`src/rtl/snail_pkg.sv`:
```
// rtl/snail_pkg.sv - shared types and defaults for the snail sequencing controller
package snail_pkg;

  localparam int W_DEFAULT  = 16;
  localparam int CW_DEFAULT = 8;

  typedef enum logic [2:0] {
    IDLE,
    CLEAR,
    SHIFT,
    DRAIN,
    DONE
  } state_t;

endpackage

```
`src/rtl/sat_counter.sv`:
```
// rtl/sat_counter.sv - saturating up-counter with synchronous clear
module sat_counter #(
  parameter int CW = 8
) (
  input  logic          clk,
  input  logic          reset,
  input  logic          clr,
  input  logic          inc,
  output logic [CW-1:0] count
);

  logic [CW-1:0] count_q;
  logic [CW-1:0] count_d;

  always_comb begin
    count_d = count_q;
    if (clr) begin
      count_d = '0;
    end else if (inc && (count_q != {CW{1'b1}})) begin
      count_d = count_q + 1'b1;
    end
  end

  always_ff @(posedge clk or negedge reset) begin
    if (!reset) begin
      count_q <= '0;
    end else begin
      count_q <= count_d;
    end
  end

  assign count = count_q;

endmodule

```
`src/rtl/snail_seq_ctrl.sv`:
```
// rtl/snail_seq_ctrl.sv - shifts a captured word into the snail detector and counts detections
module snail_seq_ctrl
  import snail_pkg::*;
#(
  parameter int  W  = W_DEFAULT,
  parameter int  CW = CW_DEFAULT,
  localparam int LW = $clog2(W + 1)
) (
  input  logic          clk,
  input  logic          reset,
  input  logic          start,
  input  logic [W-1:0]  pattern,
  input  logic [LW-1:0] len,
  output logic          busy,
  output logic          done,
  output logic          det_rst,
  output logic          in_seq,
  input  logic          moore_y,
  input  logic          mealy_y,
  output logic [CW-1:0] moore_cnt,
  output logic [CW-1:0] mealy_cnt
);

  state_t        state_q, state_d;
  logic [W-1:0]  pattern_q, pattern_d;
  logic [LW-1:0] len_q, len_d;
  logic [LW-1:0] idx_q, idx_d;
  logic [LW-1:0] len_clamp;
  logic [LW-1:0] bit_sel;
  logic          sel_bit;
  logic          cnt_clr;
  logic          moore_inc;
  logic          mealy_inc;

  always_comb begin
    state_d   = state_q;
    pattern_d = pattern_q;
    len_d     = len_q;
    idx_d     = idx_q;
    cnt_clr   = 1'b0;
    moore_inc = 1'b0;
    mealy_inc = 1'b0;
    len_clamp = (len > LW'(W)) ? LW'(W) : len;

    case (state_q)
      IDLE: begin
        if (start) begin
          if (len_clamp != '0) begin
            pattern_d = pattern;
            len_d     = len_clamp;
            idx_d     = '0;
            state_d   = CLEAR;
          end else begin
            cnt_clr = 1'b1;
            state_d = DONE;
          end
        end
      end
      CLEAR: begin
        cnt_clr = 1'b1;
        state_d = SHIFT;
      end
      SHIFT: begin
        // Moore lags its input by one bit, so the first SHIFT sample is stale
        mealy_inc = mealy_y;
        moore_inc = moore_y && (idx_q != '0);
        idx_d     = idx_q + 1'b1;
        if (idx_q == len_q - 1'b1) begin
          state_d = DRAIN;
        end
      end
      DRAIN: begin
        moore_inc = moore_y;
        state_d   = DONE;
      end
      DONE: begin
        state_d = IDLE;
      end
      default: begin
        state_d = IDLE;
      end
    endcase
  end

  always_ff @(posedge clk or negedge reset) begin
    if (!reset) begin
      state_q   <= IDLE;
      pattern_q <= '0;
      len_q     <= '0;
      idx_q     <= '0;
    end else begin
      state_q   <= state_d;
      pattern_q <= pattern_d;
      len_q     <= len_d;
      idx_q     <= idx_d;
    end
  end

  // MSB-first: bit len-1 goes out on the first SHIFT cycle
  always_comb begin
    bit_sel = len_q - idx_q - 1'b1;
    sel_bit = 1'b0;
    for (int i = 0; i < W; i++) begin
      if (bit_sel == LW'(i)) begin
        sel_bit = pattern_q[i];
      end
    end
  end

  assign busy    = (state_q == CLEAR) || (state_q == SHIFT) || (state_q == DRAIN);
  assign done    = (state_q == DONE);
  assign det_rst = (state_q == CLEAR);
  assign in_seq  = (state_q == SHIFT) && sel_bit;

  sat_counter #(.CW(CW)) u_moore_cnt (
    .clk   (clk),
    .reset (reset),
    .clr   (cnt_clr),
    .inc   (moore_inc),
    .count (moore_cnt)
  );

  sat_counter #(.CW(CW)) u_mealy_cnt (
    .clk   (clk),
    .reset (reset),
    .clr   (cnt_clr),
    .inc   (mealy_inc),
    .count (mealy_cnt)
  );

endmodule

```
`config.mk`:
```
export PLATFORM = sky130hd
export DESIGN_NAME = snail_seq_ctrl
export DESIGN_NICKNAME = d
export VERILOG_FILES = /design/src/rtl/snail_pkg.sv /design/src/rtl/sat_counter.sv /design/src/rtl/snail_seq_ctrl.sv
export SDC_FILE = /design/constraint.sdc
export NUM_CORES = 1
export LEC_CHECK = 0
export CORE_UTILIZATION = 35
export CTS_BUF_LIST = sky130_fd_sc_hd__clkbuf_16
export CTS_CLUSTER_DIAMETER = 80
export DETAILED_ROUTE_END_ITERATION = 7
export SYNTH_ARGS = -nofsm -noshare
export SYNTH_HDL_FRONTEND = slang
export SYNTH_SLANG_ARGS = --single-unit
```
`constraint.sdc`:
```
create_clock -name clk -period 4.8 [get_ports clk]
set_input_delay 0.96 -clock clk [delete_from_list [all_inputs] [get_ports clk]]
set_output_delay 0.96 -clock clk [all_outputs]
set_load 0.02 [all_outputs]
```
==> metrics.md <==
| Metric | Value |
|---|---|
| Final WL | `5380 um` |
| Site Rows | `31` |
| Final setup fails | `0` |
| Hold Path Sink | `pattern_q[5]` |
| First-pass GRT wire length | `slightly above 9000 um` |
| Pre-antenna DRT Iters | `4` |
| Syn_area_per_cell | `10.7 um2` |
| Layout area overhead | `25.5%` |
| Final period utilization | `86.4%` |
| Remaining Overflow, GRT | `0` |
| Fill cells | `709` |
| Cell leakage power | `1.45 nW` |
| Pre-CTS setup slack | `0.934 ns` |
| Final ANT Viol Nets | `0` |
| Skew-Pair Late Insertion Delay | `0.28 ns` |
| Largest family of logic cells by synthesized area | `simple AND/OR/NAND/NOR gates` |
| CTS Root Cell | `clkbuf_16` |
| DRT iter0 DRCs | `127` |
| Max Cap Viol | `0` |
| Slew Limit Fails | `0` |
| Most common cell after layout, fill and taps aside | `dfrtp_1` |
| Simple-gate portion of the synthesized area | `between 10% and 20%` |
| Hold Startpoint | `pattern_q[5]` |
| WL/cell | `13.7 um` |
| Hold Buf Count CTS | `0` |
| DRC errors left | `0` |
| Hpwl dp | `between 3000 and 4000 um` |
| Syn nets | `284` |
| Synth Area in XOR/XNOR | `3.29%` |
| Hold WC Path Type | `reg -> reg` |
| Die area | `7960 um2` |
| Adder-Cell Fraction of Synth Area | `under 10%` |
| Port-buffer cells | `45` |
| Reg2reg end | `pattern_q[8]` |
| Crit Path Class | `reg -> out` |
| Hold Path Depth | `1` |
| IO Count | `46` |
| Worst r2r src | `state_q[2]` |
| Via count of the first global-routing pass | `about 1,900` |
| CTS max path bufs | `2` |
| CP max FO | `6` |
| Data required, critical path | `3.84 ns` |
| TNS Setup | `0 ns` |
| Crit path time final | `4.15 ns` |
| FF-to-FF setup slack | `2.86 ns` |
| FMAX | `241 MHz` |
| CTS tree | `built` |
| Worst-path clk slew | `0.06 ns` |
| Cts repair resizes | `0` |
| Starting density of the core | `a little over a third` |
| Core area | `~7300 um2` |
| Fin nets | `approximately 330` |
| Yosys cell types | `51` |
| Routability Congestion | `0.814` |
| Diodes inserted | `0` |
| TritonCTS Buffers | `5` |
| Syn. warnings | `0` |
| # H-tree levels | `2` |
| Post-Synthesis Cells | `248` |
| Die H | `89.2 um` |
| CP arrival | `3.19 ns` |
| Sequential share of the synthesized area | `between 40% and 50%` |
| Initial antenna violation count | `0` |
| Most frequent cells in the layout | `dfrtp_1, clkdlybuf4s50_1, nand2_1` |
| Setup ws final | `roughly 0.65 ns` |
| Clk_skew | `0.00665 ns` |
| Synth Register Bits | `45` |
| Power Density | `574 nW/um2` |
| Largest net degree at the start of global routing | `46` |
| Via density | `5.06` |
| Vias | `1,988` |
| Reg2Reg Depth | `4` |
| VDD IR max | `222 uV` |
| Final Hold Viols | `0` |
| Prevailing post-synth register cell | `dfrtp_1` |
| Post-synth EDFFs | `0` |
| Netlist Area Pre-Place | `2660 um2` |
| CP endpoint kind | `output pin` |
| Measured slew at the worst slew-check pin | `~1.0 ns` |
| Synth async-reset ratio | `100%` |
| Register area | `~1100 um2` |
| Synth Area in Compound Gates | `11.8%` |
| Startpoint types | `flip-flop` |
| Mux contribution to synthesized area | `around 15%` |
| Total clock sinks | `45` |
| Layout cells sized above 1 | `about 12%` |
| Gr usage total | `~15%` |
| Post-CTS Setup Bufs | `0` |
| Relative slew slack | `30.0%` |
| Status | `finished, final reports clean` |
| Multi-input logic area | `1430 um2` |
| RSZ-0062 raised after global routing | `no` |
| DIE WIDTH | `roughly 89 um` |
==> where the power goes <==
part | leakage [nW] | switching (mW) | internal [mW]
Clock | 0.0826 | 0.138 | 0.242
Combinational | 0.790 | 0.429 | 0.487
Sequential | 0.580 | 0.119 | 0.502
Total | 1.45 | 0.686 | 1.23
==> worst max-delay path, stage by stage (launching register included) <==
cell,delay (ns)
dfrtp_1,0.41
inv_1,0.09
ha_1,0.15
inv_1,0.05
fa_1,0.65
mux4_2,0.54
and2_1,0.17
a221oi_1,0.21
a211oi_1,0.08
clkdlybuf4s50_1,0.54
==> per-stage QoR <==
step	cells	utilization [%]	power, mW	hold slack (ns)	instance area, um2
4_1_cts	393	45.8	1.94	0.511	3340
5_1_grt	393	45.8	2.06	0.517	3340
3_3_place_gp	385	43.6	1.53	0.491	3180
6_report	393	45.8	1.92	0.509	3340
2_1_floorplan	248	-	1.32	0.474	2660
3_5_place_dp	385	43.6	1.54	0.491	3180
==> worst max-delay path by stage <==
stage / start / end / cells after the start
global route: idx_q[0] / in_seq / 9
detailed placement: idx_q[0] / in_seq / 9
CTS: idx_q[0] / in_seq / 9
global placement: idx_q[0] / in_seq / 9
finish: idx_q[0] / in_seq / 9
floorplan: idx_q[0] / in_seq / 8
==> cells in the mapped netlist (2+ instances only) <==
cell type  count  area, um2
a21o_1         4       30.0
a21oi_1        8       40.0
a221oi_1       3       26.3
a31oi_1        4       25.0
and2_1         7       43.8
and3_1         5       31.3
buf_6          4       45.0
clkbuf_1       3       11.3
dfrtp_1       45       1130
ha_1           9        113
inv_1         11       41.3
mux2_2         2       22.5
mux2_4        16        240
mux2i_1        8       80.1
mux4_2         2       45.0
nand2_1       24       90.1
nand2b_1       5       31.3
nand3_1       14       70.1
nand3b_1       2       15.0
nand4_1        4       25.0
nand4bb_1      2       22.5
nor2_1        10       37.5
nor3_1         5       25.0
nor3b_1        3       22.5
o21ai_0       10       50.1
o21ai_1        3       15.0
o31ai_1        2       15.0
or3_1          2       12.5
xnor2_1        5       43.8
xor2_1         5       43.8
==> registers in the layout (all words and copies together) (netlist names) <==
register / count
idx_q: 5
u_moore_cnt.count: 8
state_q: 3
pattern_q: 16
len_q: 5
u_mealy_cnt.count: 8
==> metal layers <==
layer	part of all wire (%)	vias to the layer above	GRT usage (%)	wire length, um
li1	-	990	-	-
met1	51	952	21.6	2720
met2	45	39	23.0	2400
met3	3.3	7	1.75	177
met4	1.4	0	4.76	76
met5	0	-	0	0
==> kinds of logic (layout without fill, tap and decap cells) <==
group,after synthesis,count (layout)
adders and majority gates,10,10
muxes,28,28
buffers and inverters,20,66
xor gates and xnor gates,10,10
DFF,45,45
AOI/OAI and AO/OA,44,44
and+or+nand+nor,91,91
==> final cells by class <==
class / count / share of cell area (%)
inverters: 12 / 1.35
clock buffers: 5 / 3.75
clock inverters: 3 / 1.12
multi-input cells: 183 / 42.8
flip-flops and latches: 45 / 33.7
well taps: 99 / 3.71
repair buffers: 46 / 13.6
Note: power is estimated with default switching activity, not from simulation.
==> RTL edit 1: new RTL, same flow settings <==
Register the inputs `start`, `pattern`, `len`, `moore_y` and `mealy_y` before use, without a reset. The logic sees them one clock later. Comments in the files are not updated.
--- a/src/rtl/snail_seq_ctrl.sv
+++ b/src/rtl/snail_seq_ctrl.sv
@@ -21,6 +21,20 @@
   output logic [CW-1:0] mealy_cnt
 );
 
+  logic start_q;
+  logic [W-1:0] pattern_r;
+  logic [LW-1:0] len_r;
+  logic moore_y_q;
+  logic mealy_y_q;
+
+  always_ff @(posedge clk) begin
+    start_q   <= start;
+    pattern_r <= pattern;
+    len_r     <= len;
+    moore_y_q <= moore_y;
+    mealy_y_q <= mealy_y;
+  end
+
   state_t        state_q, state_d;
   logic [W-1:0]  pattern_q, pattern_d;
   logic [LW-1:0] len_q, len_d;
@@ -40,13 +54,13 @@
     cnt_clr   = 1'b0;
     moore_inc = 1'b0;
     mealy_inc = 1'b0;
-    len_clamp = (len > LW'(W)) ? LW'(W) : len;
+    len_clamp = (len_r > LW'(W)) ? LW'(W) : len_r;
 
     case (state_q)
       IDLE: begin
-        if (start) begin
+        if (start_q) begin
           if (len_clamp != '0) begin
-            pattern_d = pattern;
+            pattern_d = pattern_r;
             len_d     = len_clamp;
             idx_d     = '0;
             state_d   = CLEAR;
@@ -62,15 +76,15 @@
       end
       SHIFT: begin
         // Moore lags its input by one bit, so the first SHIFT sample is stale
-        mealy_inc = mealy_y;
-        moore_inc = moore_y && (idx_q != '0);
+        mealy_inc = mealy_y_q;
+        moore_inc = moore_y_q && (idx_q != '0);
         idx_d     = idx_q + 1'b1;
         if (idx_q == len_q - 1'b1) begin
           state_d = DRAIN;
         end
       end
       DRAIN: begin
-        moore_inc = moore_y;
+        moore_inc = moore_y_q;
         state_d   = DONE;
       end
       DONE: begin
Check against the original RTL: not equivalent (Yosys sat finds a counterexample within 4 cycles, from zero or initial values and one cycle with reset low).
==> RTL edit 1 against the unedited design <==
- maximum frequency up 0.55%
- count of clock-buffer cells in the layout up 5
- setup slack better by 0.023 ns
- power up 22%
- area after synthesis up 15%
- wire length up 10%
- final area up 17%
- sequential cell count up 24
- sequential power up 34%
- largest power group is now registers
==> RTL edit 1: results (changes against the unedited design) <==
[status]
status = complete, no violations

[sta]
tightest_slew_ns = 1.04  ; -0.00927 ns
hold_ws_ns = 0.412  ; -0.0971 ns

[pwr]
p_leak_nw = 1.69  ; +17%
vdd_drop_max_mv = 0.249  ; +12%
switching_share_pct = 33.8  ; -1.9 points

[synthesis]
synth_common_cells = 70 x nand2_1, 45 x dfrtp_1, 24 x dfxtp_1, 14 x inv_1, 12 x nor2_1
synth_fa_ha_area_share_pct = 4.34  ; -0.64 points
syn_nets = 339  ; +19%
synth_xor_xnor_area_share_pct = 2.83  ; -0.47 points
syn-instance-count = 303  ; +22%
yosysSeqAreaShare_pct = 52.6  ; +10 points
synth_compound_area_share_pct = 10.0  ; -1.7 points
synth.area.top_cells = dfrtp_1 37%, dfxtp_1 16%, nand2_1 8.6%
yosys-mux-area-fraction_pct = 5.16  ; -9.4 points

[placed_design]
placed_area_um2 = 3600  ; +13%
routabilityCongestion = 0.796  ; -2.2%

[grt]
track_usage_pct = 15.3  ; +0.50 points

[clock_tree]
clock_latency_ns = 0.33  ; +0.05 ns
numCtsBuffers = 9  ; +4
cts_max_level = 3  ; +1

[route]
wl_um = 5930  ; +10%
met3_length_um = 273  ; +54%
initialDrtViolationCount = 61  ; -52%

[worst_setup_path]
cp_max_fo = 5  ; -1
reg2reg_slack_ns = 2.92  ; +0.06 ns
worstReg2RegEnd = u_moore_cnt.count[7]
cp.arrival_ns = 3.17  ; -0.02 ns
reg2reg_from = idx_q[1]

[final_layout]
drive_gt1_share_pct = 8.40  ; -3.2 points

[hold_path]
hold_depth = 2  ; +1
min_to = pattern_q[11]

[RTL edit 1: changes by cell type after synthesis, sizes merged, moves of 4 or more]
| cell | before | now |
|---|---|---|
| o211ai | 1 | 5 |
| or4 | 1 | 5 |
| a21o | 4 | 0 |
| mux2 | 18 | 0 |
| nand2 | 24 | 70 |
| dfxtp | 0 | 24 |
| and2 | 7 | 1 |
[RTL edit 1: cell type report]
type	instances	area, um2	area share [%]
Multi-Input combinational cell	211	1350	34.5
Inverter	14	52.6	1.34
Tap cell	105	131	3.36
Clock inverter	6	62.6	1.60
Sequential cell	69	1610	41.0
Clock buffer	10	250	6.39
Timing Repair Buffer	47	460	11.8
[RTL edit 1: worst max-delay path by stage]
stage,start,endpoint,depth (start not counted)
6_report,idx_q[0],in_seq,9
5_1_grt,idx_q[0],in_seq,9
4_1_cts,idx_q[0],in_seq,9
3_5_place_dp,idx_q[0],in_seq,9
3_3_place_gp,idx_q[0],in_seq,9
2_1_floorplan,idx_q[0],in_seq,8
[RTL edit 1: cell families after synthesis]
logic type	count (synthesis)
multiplexers	12
AND/OR/NAND/NOR	135
AO/OA/AOI/OAI	45
flip-flops	69
adder cells (fa/ha/maj)	10
buffers and inverters	23
XOR/XNOR	9
[RTL edit 1: layer usage]
metal | vias up | track usage [%]
met5 | - | 0
met4 | 0 | 5.97
met3 | 9 | 4.86
met2 | 49 | 25.5
met1 | 1077 | 18.5
li1 | 1154 | -
[RTL edit 1: power by group through the flow]
| stage | combinational (mW) | clock, mW | sequential, mW |
|---|---|---|---|
| 5_1_grt | 0.961 | 0.714 | 0.855 |
| 6_report | 0.831 | 0.670 | 0.831 |
| 3_5_place_dp | 0.845 | 0 | 0.843 |
| 4_1_cts | 0.848 | 0.687 | 0.833 |
| 3_3_place_gp | 0.828 | 0 | 0.840 |
| 2_1_floorplan | 0.655 | 0 | 0.810 |
[RTL edit 1: worst max-delay path: stages, from the launching register on]
cell and delay, ns:
dfrtp_1 0.41, inv_1 0.10, ha_1 0.17, inv_1 0.05
fa_1 0.42, inv_1 0.12, mux4_2 0.50, nor3b_1 0.15
a211oi_1 0.27, clkdlybuf4s50_1 0.66
==> RTL edit 2: new RTL, same settings <==
Without the edit above. `CW_DEFAULT`: 8 -> 9.
--- a/src/rtl/snail_pkg.sv
+++ b/src/rtl/snail_pkg.sv
@@ -2,7 +2,7 @@
 package snail_pkg;
 
   localparam int W_DEFAULT  = 16;
-  localparam int CW_DEFAULT = 8;
+  localparam int CW_DEFAULT = 9;
 
   typedef enum logic [2:0] {
     IDLE,
Interface: changed (resized mealy_cnt and moore_cnt); port bits go from 46 to 48. The function was not compared with the original's and may differ.
==> RTL edit 2 against the unedited design <==
- setup slack improved by 0.0089 ns
- cell count rose by 7.4%
- power fell by 1.1%
- maximum frequency rose by 0.22%
- area after synthesis fell by 2.6%
- sequential cell count rose by 2
- critical path depth did not move
- count of clock-buffer cells in the layout did not move
- critical path type unchanged
- wire length rose by 1.2%
- combinational power fell by 7.2%
- final area fell by 1.2%
- register-to-register slack got worse by 0.48 ns
- non-clock buffer count rose by 1
==> RTL edit 2: results (changes against the unedited design) <==
[status]
status = complete, no violations

[synthesis]
yosysSeqAreaShare_pct = 45.4  ; +3.1 points
synth.area.top_cells = dfrtp_1 45%, nand2_1 9.7%, xor2_1 5.4%
synth_common_cells = 67 x nand2_1, 47 x dfrtp_1, 27 x nor2_1, 16 x xor2_1, 11 x ha_1
synth_compound_area_share_pct = 6.86  ; -4.9 points
synth_xor_xnor_area_share_pct = 7.44  ; +4.1 points
syn-instance-count = 278  ; +12%
syn_area_per_cell_um2 = 9.32  ; -13%
syn_nets = 316  ; +11%

[final_layout]
bufAreaShareNonClock_pct = 14.1  ; +0.54 points
multi_input_area_share_pct = 40.4  ; -2.4 points
fillCellCount = 720  ; +1.6%
stdcell_count = 422  ; +7.4%
nets = 360  ; +9.4%
inverters = 8  ; -4
n_all_buffers = 47  ; +2.2%
area_delta_synth_final_pct = 27.3
drive_gt1_share_pct = 5.88  ; -5.7 points

[pwr]
pwr-share-comb_pct = 44.8  ; -3.0 points
p_int_mw = 1.15  ; -6.4%
vdd_drop_max_mv = 0.269  ; +21%
p_leak_nw = 1.51  ; +4.1%
p_clk_share_pct = 21.2  ; +1.4 points

[placed_design]
port-buffer-count = 47  ; +4.4%
dp_hpwl_um = 3860  ; -1.2%
place_ws_ns = 0.995  ; +0.0607 ns
dp.cells = 414  ; +7.5%
routabilityCongestion = 0.850  ; +4.4%

[grt]
grt_pass1_vias = 1992  ; +3.6%
track_usage_pct = 16.0  ; +1.1 points
grt_max_degree = 48  ; +4.3%
grt_pass1_wl_um = 9460  ; +3.7%

[sta]
clock_skew_ns = 0.0123  ; +0.00562 ns
tightest_slew_ns = 1.07  ; +0.0295 ns

[hold_path]
worstHoldStart = pattern_q[3]

[route]
initialDrtViolationCount = 90  ; -29%
met3_length_um = 137  ; -23%
wl_met1_um = 2630  ; -3.3%
wl_um = 5440  ; +1.2%
vias_per_cell = 4.81  ; -5.0%

[worst_setup_path]
cp.arrival_ns = 3.18  ; about the same

[RTL edit 2: changes by cell type after synthesis, sizes merged, moves of 4 or more]
| cell | change |
|---|---|
| and2 | -6 |
| o21ai | -4 |
| a31oi | -4 |
| nand4 | +5 |
| clkbuf | +5 |
| mux2 | -16 |
| nor2 | +17 |
| nand3 | -11 |
| xor2 | +11 |
| mux2i | -4 |
| nand2 | +43 |
[RTL edit 2: worst paths after layout]
check,end,slack [ns],depth (start not counted)
max,in_seq,0.66,9
min,pattern_q[3],0.47,2
max reg2reg,u_moore_cnt.count[7],2.38,9
min reg2reg,pattern_q[3],0.47,2
max in group asynchronous,state_q[0],3.26,1
min in group asynchronous,u_mealy_cnt.count[6],0.84,1
[RTL edit 2: critical path, stage by stage (launching register included)]
cell and delay, ns:
dfrtp_1 0.43, inv_1 0.11, ha_1 0.17, inv_1 0.06, fa_1 0.64, mux4_2 0.54
mux2i_1 0.14, nand2_1 0.07, and4b_1 0.21, clkdlybuf4s50_1 0.53
